`src/rtl/if_id_reg_pkg.sv`:
```
// Shared pipeline-register defaults: field widths and the bubble instruction encoding.
package if_id_reg_pkg;
  localparam int unsigned PC_W_DEF    = 8;
  localparam int unsigned INSTR_W_DEF = 8;
  // Kept wide so a pipeline register of any instruction width can cast it down.
  localparam logic [31:0] NOP_INSTR_DEF = 32'h0000_0000;
endpackage

```
`src/rtl/pipe_reg_en_clr.sv`:
```
// Generic pipeline field register: synchronous reset and clear both load CLR_VAL,
// enable loads d, otherwise the field holds its value.
module pipe_reg_en_clr #(
  parameter int unsigned W = 8,
  parameter logic [W-1:0] CLR_VAL = '0
) (
  input  logic         clk,
  input  logic         rst,
  input  logic         clr,
  input  logic         en,
  input  logic [W-1:0] d,
  output logic [W-1:0] q
);

  // Priority is reset over clear over load; reset is tested first so X on clr/en cannot leak in.
  always_ff @(posedge clk) begin
    if (rst) begin
      q <= CLR_VAL;
    end else if (clr) begin
      q <= CLR_VAL;
    end else if (en) begin
      q <= d;
    end
  end

endmodule

```
`src/rtl/if_id_reg.sv`:
```
// IF/ID pipeline register: carries the fetched PC and instruction to decode,
// with stall (write_en=0) and bubble insertion (flush).
module if_id_reg
  import if_id_reg_pkg::*;
#(
  parameter int unsigned PC_W    = PC_W_DEF,
  parameter int unsigned INSTR_W = INSTR_W_DEF,
  parameter logic [INSTR_W-1:0] NOP_INSTR = NOP_INSTR_DEF[INSTR_W-1:0]
) (
  input  logic               clk,
  input  logic               rst,
  input  logic               write_en,
  input  logic               flush,
  input  logic [PC_W-1:0]    pc,
  input  logic [INSTR_W-1:0] instr_in,
  output logic [PC_W-1:0]    pc_out,
  output logic [INSTR_W-1:0] instr_out,
  output logic               valid_out
);

  pipe_reg_en_clr #(
    .W       (PC_W),
    .CLR_VAL ({PC_W{1'b0}})
  ) u_pc_reg (
    .clk (clk),
    .rst (rst),
    .clr (flush),
    .en  (write_en),
    .d   (pc),
    .q   (pc_out)
  );

  pipe_reg_en_clr #(
    .W       (INSTR_W),
    .CLR_VAL (NOP_INSTR)
  ) u_instr_reg (
    .clk (clk),
    .rst (rst),
    .clr (flush),
    .en  (write_en),
    .d   (instr_in),
    .q   (instr_out)
  );

  // A real load always marks the slot valid; reset and flush mark it as a bubble.
  pipe_reg_en_clr #(
    .W       (1),
    .CLR_VAL (1'b0)
  ) u_valid_reg (
    .clk (clk),
    .rst (rst),
    .clr (flush),
    .en  (write_en),
    .d   (1'b1),
    .q   (valid_out)
  );

endmodule

```
`config.mk`:
```
export PLATFORM = sky130hd
export DESIGN_NAME = if_id_reg
export DESIGN_NICKNAME = d
export VERILOG_FILES = /design/src/rtl/if_id_reg_pkg.sv /design/src/rtl/pipe_reg_en_clr.sv /design/src/rtl/if_id_reg.sv
export SDC_FILE = /design/constraint.sdc
export NUM_CORES = 1
export LEC_CHECK = 0
export CELL_PAD_IN_SITES_DETAIL_PLACEMENT = 0
export CELL_PAD_IN_SITES_GLOBAL_PLACEMENT = 2
export CORE_MARGIN = 3
export CORE_UTILIZATION = 32
export CTS_CLUSTER_SIZE = 16
export DETAILED_ROUTE_END_ITERATION = 7
export DONT_BUFFER_PORTS = 1
export PLACE_DENSITY = 0.77
export REMOVE_ABC_BUFFERS = 1
export SLEW_MARGIN = 5
export SYNTH_ARGS = -nofsm -noshare
export SYNTH_HDL_FRONTEND = slang
export SYNTH_SLANG_ARGS = --single-unit
```
`constraint.sdc`:
```
create_clock -name clk -period 1.11 [get_ports clk]
set_input_delay 0.222 -clock clk [delete_from_list [all_inputs] [get_ports clk]]
set_output_delay 0.222 -clock clk [all_outputs]
set_load 0.02 [all_outputs]
```
### Word level (Yosys, flattened, before mapping)

Cells that the tools add are included.

* register bits after elaboration: 17
* bits of input ports: 20
* logic and storage cells: 4

* reduce and logical (&&, ||, !) cells: 1

Operators by type and width (count)
* 2-bit OR reduction: 1

### Logic depth before layout (Yosys ltp)

* depth after elaboration: 1
* gate-level depth with buffers: 4
* gate-level depth less buffers: 2

### Modules after synthesis

Synthesis repeated with hierarchy kept, for this count alone.

* cells, all modules: 58
* area total of the unflattened synthesis: 634.4 um2

By module, submodules not included
* pipe_reg_en_clr (u_instr_reg ...): cells each 27, sequential area each 160.2 um2, times used 2, area an instance 295.3 um2
* pipe_reg_en_clr (u_valid_reg): cells each 3, sequential area each 20.0 um2, times used 1, area an instance 40.0 um2
* if_id_reg: cells each 1, sequential area each 0.0 um2, times used 1, area an instance 3.8 um2

### Least setup slack after synthesis

Ideal clock, no wire load.

* path kind: input to register
* start point: input port flush
* end point: register u_instr_reg.q[0]
* stages: 4
* arrival time: 0.772 ns
* setup time: 0.064 ns
* setup slack: 0.274 ns
* path buffers: 2
* path through: or2_1 buf_6 buf_8 nor2_1

* longest elaborated chain between the ends: 1

Ends and longest elaborated chain
* start: declaration: RTL line if_id_reg.sv:13 `input logic flush,`
* 2-bit OR reduction (no line)
* end signal: assignment: RTL line pipe_reg_en_clr.sv:18 `q <= CLR_VAL;`
* end signal: assignment: RTL line pipe_reg_en_clr.sv:20 `q <= CLR_VAL;`
* end signal: assignment: RTL line pipe_reg_en_clr.sv:22 `q <= d;`
* end: declaration: RTL line pipe_reg_en_clr.sv:12 `output logic [W-1:0] q`

Every way passes these cells.
A chain may end at the register's enable or synchronous reset.

### Final worst setup path

* start point: register u_valid_reg.q
* end point: output port valid_out

RTL lines
* start: declaration: RTL line pipe_reg_en_clr.sv:12
* start signal: assignment: RTL line pipe_reg_en_clr.sv:18
* start signal: assignment: RTL line pipe_reg_en_clr.sv:20
* start signal: assignment: RTL line pipe_reg_en_clr.sv:22
* end: declaration: RTL line if_id_reg.sv:18 `output logic valid_out`

No word-level cell between the ends.

==> results.toml <==
[worst_setup_path]
cp.required_ns = 0.89
timing.rr.start = "u_pc_reg.q[0]"
crit_fanout = 2
crit_path_start_kind = "register"
endpoint_kind = "output port"
arrival_ns = 0.75
crit_start = "u_valid_reg.q"
critical_path_class = "reg -> out"

[layout]
fillers = 191
fin_nets = 77
ff_latch_area_um2 = 340.3
drive_gt1_share_pct = 5.357
final_cell_mix = "18 x nor2_1, 17 x dfxtp_1, 16 x mux2i_1, 3 x clkbuf_4"
fin_area_um2 = 631.9
mostFrequentLayoutCell = "nor2_1"
area_delta_synth_final_pct = 1.406
multi_input_area_um2 = 234.0
diodes = 0

[timing]
period_minus_slack_ns = 0.9675
tns_ns = 0
rsz0062_at_grt = "no"
tightest_slew_ns = 0.5315
relSlewSlack_pct = 64.57
whs_ns = 0.07502
finalMaxSlewViolations = 0
setup_violations = 0
fin_crit_sh_pct = 87.16
fin_ws_ns = 0.1425
skew_ns = 0
hold_viol_final = 0
fmax_mhz = 1034

[grt]
grt_pass1_wl_mm = 1.566
antenna_found_initial = 0
grtUsageTotal_pct = 8.633
grt.overflow.total = 0
grt_max_degree = 18
grt_pass1_vias = 361

[route]
drtPass1Iterations = 2
drc_errors = 0
routed_wl_mm = 1.038
vias = 366
drt_iter0_drc = 2
avgViaCountPerCell = 4.519
post_drt_wl_per_cell_um = 12.81
ant_nets = 0

[floorplanning]
die_h_um = 50.13
die_area_um2 = 2513
io_pins = 37
start_util_pct = 34.95
core_um2 = 1783
rows = 15
die_w_um = 50.13

[yosys]
netlist_area_um2 = 623.1
avgSynthCellArea_um2 = 11.13
ys_seq_area_share_pct = 54.62
ys_ff_latch = 17
yosys_warnings = 0
syn_inst = 56
ys_types = 6

[run]
drv_cap = 0

[clocking]
root_buffer = "clkbuf_4"
cts.sinks = 17
ctsResizeCount = 0
cts-buffers-inserted = 3
insertion_delay_ns = 0.27
cts_tree = "built"
ctsHoldBuffers = 0
clk_path_buf_depth = 2
cts_max_level = 1
cts_setup_buffers = 0
clk_pin_slew_ns = 0.09

[pwr]
vdd_drop_max_v = 0.0007819
total_power_uw = 1032
p_per_area_nw_per_um2 = 1634
p_leak_uw = 0.0002732

[place]
gp_congestion = 0.5384
io_buffers = 0
placed_area_um2 = 605.6
dp_hpwl_um = 733.2
dp_slack_ns = 0.1832

[worst_hold_path]
hold_path.class = "in -> reg"
worstHoldStart = "write_en"

[status]
status = "finished, final reports clean"
cells in the mapped netlist:
| cell | instances | share of area, % |
|---|---|---|
| buf_6 | 3 | 5.4 |
| buf_8 | 1 | 2.4 |
| dfxtp_1 | 17 | 55 |
| mux2i_1 | 16 | 26 |
| nor2_1 | 18 | 11 |
| or2_1 | 1 | 1.0 |
final cells by class:
cell class | count | share of cell area, %
Multi-Input combinational cell | 35 | 37.03
Tap cell | 25 | 4.950
Clock buffer | 4 | 4.158
Sequential cell | 17 | 53.86
sequential cells by signal (all words and copies together), names as in the netlist:
| name | flops |
|---|---|
| u_instr_reg.q | 8 |
| u_pc_reg.q | 8 |
| u_valid_reg.q | 1 |
cells by family after synthesis:
family / Yosys count / share of synthesized area (%)
muxes: 16 / 25.70
and+or+nand+nor: 19 / 11.85
buffers and inverters: 4 / 7.830
DFF: 17 / 54.62
power by group:
group,internal [uW],switching (uW),total (uW)
combinational,31.7,22.6,54.2
sequential,630,38.4,669
clock,139,170,309
worst paths after layout:
check	end	slack [ns]	cells after the start
worst max-delay path	valid_out	0.14	0
worst min-delay path	u_valid_reg.q	0.08	2
worst max register to register	u_pc_reg.q[0]	0.37	2
worst min register to register	u_valid_reg.q	0.59	2
layer usage:
layer	wire length [um]	up-vias	part of all wire (%)	track usage, %
met5	0	-	0	0
met1	406	160	39	9.870
met3	188	0	18	5.740
met4	0	0	0	5.530
li1	-	180	-	-
met2	443	26	43	11.52
through the flow:
stage	std cells	util, %
floorplan	52	-
global placement	77	33.96
detailed placement	77	33.96
CTS	81	35.44
global route	81	35.44
finish	81	35.44
No activity file was read; power rests on OpenSTA's default activity.
